### src/rtl/paraleloserial_pkg.sv
// rtl/paraleloserial_pkg.sv - shared symbols, link states and word-phase constant for the slot scheduler
package paraleloserial_pkg;

    localparam logic [7:0] COMMA_SYM   = 8'hBC;
    localparam logic [7:0] IDLE_SYM    = 8'h7C;
    localparam logic [2:0] WORD_PH_MAX = 3'd7;

    typedef enum logic [1:0] {
        ST_IDLE   = 2'd0,
        ST_SYNC   = 2'd1,
        ST_ACTIVE = 2'd2
    } link_state_e;

endpackage

### src/rtl/paraleloserial_sched_rr_arbiter4.sv
// rtl/paraleloserial_sched_rr_arbiter4.sv - 4-way round-robin arbiter, one-hot grant plus index
// With PARALELOSERIAL_PRIO0_EN lane 0 wins outright and the pointer rotates over lanes 1..3 only.
module rr_arbiter4
    import paraleloserial_pkg::*;
(
    input  logic [3:0] req,
    input  logic [1:0] ptr,
    output logic [3:0] gnt,
    output logic [1:0] gnt_id
);

    logic [3:0] rr_req;
    logic [1:0] idx;
    logic       found;

    always_comb begin
        gnt    = '0;
        gnt_id = '0;
        idx    = '0;
        found  = 1'b0;
        rr_req = req;
`ifdef PARALELOSERIAL_PRIO0_EN
        rr_req[0] = 1'b0;
        if (req[0]) begin
            gnt[0] = 1'b1;
            found  = 1'b1;
        end
`endif
        for (int i = 0; i < 4; i++) begin
            idx = ptr + 2'(i);
            if (!found && rr_req[idx]) begin
                gnt[idx] = 1'b1;
                gnt_id   = idx;
                found    = 1'b1;
            end
        end
    end

endmodule

### src/rtl/paraleloserial_sched.sv
// rtl/paraleloserial_sched.sv - word-slot scheduler feeding the parallel-to-serial converter
// Optional strict lane-0 priority is selected with PARALELOSERIAL_PRIO0_EN.
module paraleloserial_sched #(
    parameter int         NREQ       = 4,
    parameter int         SYNC_WORDS = 4,
    parameter logic [7:0] COMMA_SYM  = paraleloserial_pkg::COMMA_SYM,
    parameter logic [7:0] IDLE_SYM   = paraleloserial_pkg::IDLE_SYM
) (
    input  logic              clk_32f,
    input  logic              reset,
    input  logic              link_en,
    input  logic [8*NREQ-1:0] req_data,
    input  logic [NREQ-1:0]   req_valid,
    output logic [NREQ-1:0]   req_ready,
    output logic [7:0]        ser_data,
    output logic              ser_valid,
    output logic              ser_load,
    output logic [1:0]        grant_id,
    output logic [1:0]        link_state
);

    paraleloserial_pkg::link_state_e state_q, state_d;

    logic [2:0] ph_q, ph_d;
    logic [3:0] sync_cnt_q, sync_cnt_d;
    logic [1:0] rr_ptr_q, rr_ptr_d;
    logic [7:0] ser_data_q, ser_data_d;
    logic       ser_valid_q, ser_valid_d;
    logic       ser_load_q, ser_load_d;
    logic [1:0] grant_id_q, grant_id_d;

    logic       boundary;
    logic       grant_en;
    logic [3:0] arb_gnt;
    logic [1:0] arb_id;

    assign boundary = (ph_q == paraleloserial_pkg::WORD_PH_MAX);
    assign grant_en = boundary && (state_q == paraleloserial_pkg::ST_ACTIVE) && link_en;

    rr_arbiter4 u_arb (
        .req    (req_valid[3:0]),
        .ptr    (rr_ptr_q),
        .gnt    (arb_gnt),
        .gnt_id (arb_id)
    );

    always_comb begin
        ph_d        = ph_q + 3'd1;
        ser_load_d  = boundary;
        state_d     = state_q;
        sync_cnt_d  = sync_cnt_q;
        rr_ptr_d    = rr_ptr_q;
        ser_data_d  = ser_data_q;
        ser_valid_d = ser_valid_q;
        grant_id_d  = grant_id_q;

        if (boundary) begin
            // The word emitted in a slot reflects the state before the transition.
            ser_data_d  = IDLE_SYM;
            ser_valid_d = 1'b0;
            case (state_q)
                paraleloserial_pkg::ST_IDLE: begin
                    if (link_en) begin
                        state_d    = paraleloserial_pkg::ST_SYNC;
                        sync_cnt_d = '0;
                    end
                end
                paraleloserial_pkg::ST_SYNC: begin
                    if (!link_en) begin
                        state_d = paraleloserial_pkg::ST_IDLE;
                    end else begin
                        ser_data_d = COMMA_SYM;
                        sync_cnt_d = sync_cnt_q + 4'd1;
                        if (sync_cnt_q + 4'd1 == SYNC_WORDS[3:0]) begin
                            state_d = paraleloserial_pkg::ST_ACTIVE;
                        end
                    end
                end
                paraleloserial_pkg::ST_ACTIVE: begin
                    if (!link_en) begin
                        state_d = paraleloserial_pkg::ST_IDLE;
                    end else if (|arb_gnt) begin
                        ser_data_d  = req_data[8*arb_id +: 8];
                        ser_valid_d = 1'b1;
                        grant_id_d  = arb_id;
`ifdef PARALELOSERIAL_PRIO0_EN
                        // Lane 0 grants leave the 1..3 rotation untouched.
                        if (arb_id != 2'd0) begin
                            rr_ptr_d = arb_id + 2'd1;
                        end
`else
                        rr_ptr_d = arb_id + 2'd1;
`endif
                    end
                end
                default: begin
                    state_d = paraleloserial_pkg::ST_IDLE;
                end
            endcase
        end
    end

    always_ff @(posedge clk_32f or posedge reset) begin
        if (reset) begin
            ph_q        <= '0;
            state_q     <= paraleloserial_pkg::ST_IDLE;
            sync_cnt_q  <= '0;
            rr_ptr_q    <= '0;
            ser_data_q  <= COMMA_SYM;
            ser_valid_q <= 1'b0;
            ser_load_q  <= 1'b0;
            grant_id_q  <= '0;
        end else begin
            ph_q        <= ph_d;
            state_q     <= state_d;
            sync_cnt_q  <= sync_cnt_d;
            rr_ptr_q    <= rr_ptr_d;
            ser_data_q  <= ser_data_d;
            ser_valid_q <= ser_valid_d;
            ser_load_q  <= ser_load_d;
            grant_id_q  <= grant_id_d;
        end
    end

    always_comb begin
        req_ready      = '0;
        req_ready[3:0] = grant_en ? arb_gnt : 4'b0000;
    end

    assign ser_data   = ser_data_q;
    assign ser_valid  = ser_valid_q;
    assign ser_load   = ser_load_q;
    assign grant_id   = grant_id_q;
    assign link_state = state_q;

endmodule
### config.mk
export PLATFORM = sky130hd
export DESIGN_NAME = paraleloserial_sched
export DESIGN_NICKNAME = d
export VERILOG_FILES = /design/src/rtl/paraleloserial_pkg.sv /design/src/rtl/paraleloserial_sched_rr_arbiter4.sv /design/src/rtl/paraleloserial_sched.sv
export SDC_FILE = /design/constraint.sdc
export NUM_CORES = 1
export LEC_CHECK = 0
export CORE_MARGIN = 3
export CORE_UTILIZATION = 24
export DETAILED_ROUTE_END_ITERATION = 16
export HOLD_SLACK_MARGIN = 0.1
export RECOVER_POWER = 50
export SKIP_LAST_GASP = 1
export SLEW_MARGIN = 5
export SYNTH_ARGS = -nofsm -noshare
export SYNTH_HDL_FRONTEND = slang
export SYNTH_SLANG_ARGS = --single-unit
### constraint.sdc
create_clock -name clk_32f -period 6.79 [get_ports clk_32f]
set_input_delay 1.0185 -clock clk_32f [delete_from_list [all_inputs] [get_ports clk_32f]]
set_output_delay 1.0185 -clock clk_32f [all_outputs]
set_load 0.02 [all_outputs]
==> flow_summary.toml <==
[synthesis]
synth_edf_count = 0
async_flop_share = 1.00
ys.flop_type = "dfrtp_1"
synth_largest_area_cell = "dfrtp_1"
yosysTopAreaCellShare = 0.230
syn_area_per_cell_um2 = 10.5
ys_seq_area_frac = 0.298
syn-num-nets = 239
synth.area.top_cells = "dfrtp_1 23%, mux4_2 9.2%, ha_1 8.3%, dfstp_2 6.7%, nand2_1 4.2%"
synth_cell_types = 54
synth-seq-cells = 23
synth_cells = 187
ys_warn_count = 0
mappedNetlistArea_um2 = 1950

[sta]
hold_ws_ps = 430
setup_viol = 0
rsz0062_at_grt = "no"
slew_violations = 0
hold_violations = 0
finalCritPeriodShare = 0.700
max_freq_ghz = 0.210
tightest_slew_ps = 1000
tns_ps = 0
slew_headroom = 0.332
period_needed_ps = 4750
fin_worst_skew_ps = 10.8

[cts]
cts_setup_buffers = 0
cts_tree = "done"
ctsResizeCount = 0
clk_transition_reported_paths_ps = 90
max-clock-path-buffers = 2
htree_num_levels = 1
cts_root_buf = "clkbuf_8"
clock-sinks = 23
cts_buffers = 3
cts_hold_buffers = 0
insertion_delay_ps = 270

[route]
vias = 1659
first_iter_violations = 77
wl_um = 4790
first_pass_iters = 6
routedWlPerCell_um = 14.2
drc_errors = 0
ant_nets = 0
viasPerCell = 4.91

[cells_and_area]
layout-drive-gt1-share = 0.148
nets = 289
final_cells = 338
area_delta_synth_final_pct = 34.7
antenna_cells = 0
fill_cells = 788

[power_and_ir_drop]
ir_worst_vdd_mv = 0.105
powerDensity_nw_per_um2 = 269
leakagePower_nw = 1.02

[placement]
io_buffers = 56
place_inst = 334
hpwl_um = 3710
place_congestion = 0.800

[die]
ioPinCount = 57
die_h_um = 96.2
dieArea_um2 = 9260
core-area_um2 = 7810
die_w_um = 96.2
rows = 32
start_util = 0.250

[grt]
grt_max_degree = 24
grt_pass1_vias = 1533
grt.total_usage = 0.102
antenna_found_initial = 0
grt_pass1_wl_um = 7510
grt_overflow = 0

[worst_setup_path]
critPathLaunchType = "register"
worstPathArrival_ps = 3740
r2r_slack_ps = 3160
endpoint_kind = "output pin"
worstSetupPathType = "reg -> out"
crit_fanout = 19
critPathRequiredTime_ps = 5770

[job]
maxCapViolations = 0

[worst_hold_path]
hold_path.class = "reg -> reg"

[run_status]
status = "completed"
[cells in the mapped netlist, types with 2 or more instances]
cell and instances:
mux4_2 8, nand2_1 22, nand3_1 4, a222oi_1 2
o21ai_0 13, a221oi_1 3, dfrtp_1 18, a211o_1 2
ha_1 13, buf_6 2, nand3b_1 4, buf_2 5
and3_1 2, a31oi_1 3, mux4_1 2, a32o_1 3
a31oi_4 2, nor2_1 7, mux2_4 3, o31a_1 4
nor2b_1 2, o21a_1 5, inv_1 9, clkbuf_1 5
a22o_1 2, or3_1 2, dfstp_2 5, a21oi_1 2
nand2b_1 2, mux2_2 3, mux2i_1 5
[layer usage]
layer / vias up / track usage / wire length (um) / part of all wire
met5: - / 0 / 0 / 0
li1: 808 / - / - / -
met2: 42 / 0.181 / 2520 / 0.53
met3: 6 / 0.0180 / 178 / 0.037
met4: 0 / 0.0154 / 37 / 0.0077
met1: 803 / 0.131 / 2060 / 0.43
[cell type report]
| class | count | area, um2 | area share |
|---|---|---|---|
| multi-input combinational | 143 | 1270 | 0.483 |
| tap | 102 | 128 | 0.0485 |
| clock buffer | 3 | 41.3 | 0.0157 |
| sequential | 23 | 582 | 0.221 |
| inverter | 9 | 33.8 | 0.0128 |
| clock inverter | 1 | 7.51 | 0.00285 |
| timing repair buffer | 57 | 568 | 0.216 |
[path summary, 6_finish.rpt]
check | startpoint | to | cells past startpoint
max | rr_ptr_q[0] | req_ready[1] | 8
min | ph_q[0] | ph_q[0] | 1
max reg2reg | rr_ptr_q[0] | ser_data[2] | 8
min reg2reg | ph_q[0] | ph_q[0] | 1
max in group asynchronous | reset | link_state[0] | 2
min in group asynchronous | reset | ser_data[1] | 2
[cells in the final DEF (no fill, tap or decap), types with 3 or more instances in the layout]
cell type | synthesis | final
o21a_1 | 5 | 5
mux2_2 | 3 | 3
mux4_2 | 8 | 8
clkbuf_8 | 0 | 3
mux2_4 | 3 | 3
inv_1 | 9 | 9
ha_1 | 13 | 13
a32o_1 | 3 | 3
dfstp_2 | 5 | 5
a31oi_1 | 3 | 3
a221oi_1 | 3 | 3
o21ai_0 | 13 | 13
dfrtp_1 | 18 | 18
nand2_1 | 22 | 22
dlygate4sd3_1 | 0 | 5
nor2_1 | 7 | 7
o31a_1 | 4 | 4
nand3_1 | 4 | 4
nand3b_1 | 4 | 4
clkdlybuf4s50_1 | 0 | 51
mux2i_1 | 5 | 5
[worst max-delay path: stages (launching register included)]
cell             delay [ps]
dfrtp_1                 730
inv_1                   230
ha_1                    590
mux2_2                  390
a211o_1                 250
a21oi_2                 280
a222oi_1                160
a21oi_1                 190
clkdlybuf4s50_1         630
[state kept, by name (all words and copies together), names as in the netlist]
| register | count |
|---|---|
| ph_q | 3 |
| rr_ptr_q | 2 |
| ser_valid | 1 |
| link_state | 2 |
| grant_id | 2 |
| sync_cnt_q | 4 |
| ser_data | 8 |
| ser_load | 1 |
[per-stage QoR]
stage	setup WS, ps	total power (W)	utilization	instance area (um2)
2_1_floorplan	3270	0.000506	-	1950
3_3_place_gp	2260	0.000623	0.331	2580
3_5_place_dp	2180	0.000627	0.331	2580
4_1_cts	2050	0.000717	0.337	2630
5_1_grt	1770	0.000761	0.337	2630
6_report	2040	0.000707	0.337	2630
[power by group]
| group | switching (W) | internal, W |
|---|---|---|
| combinational | 0.000207 | 0.000203 |
| sequential | 0.0000331 | 0.000175 |
| clock | 0.0000474 | 0.0000416 |
[cells by family after synthesis]
| kind of cell | count (synthesis) | share of synthesized area |
|---|---|---|
| flops | 23 | 0.298 |
| buf+inv | 21 | 0.0512 |
| simple gates | 54 | 0.145 |
| mux | 21 | 0.185 |
| xor+xnor | 2 | 0.00896 |
| fa+ha+maj | 13 | 0.0832 |
| compound gates | 53 | 0.229 |
No activity file was read; power rests on OpenSTA's default activity.
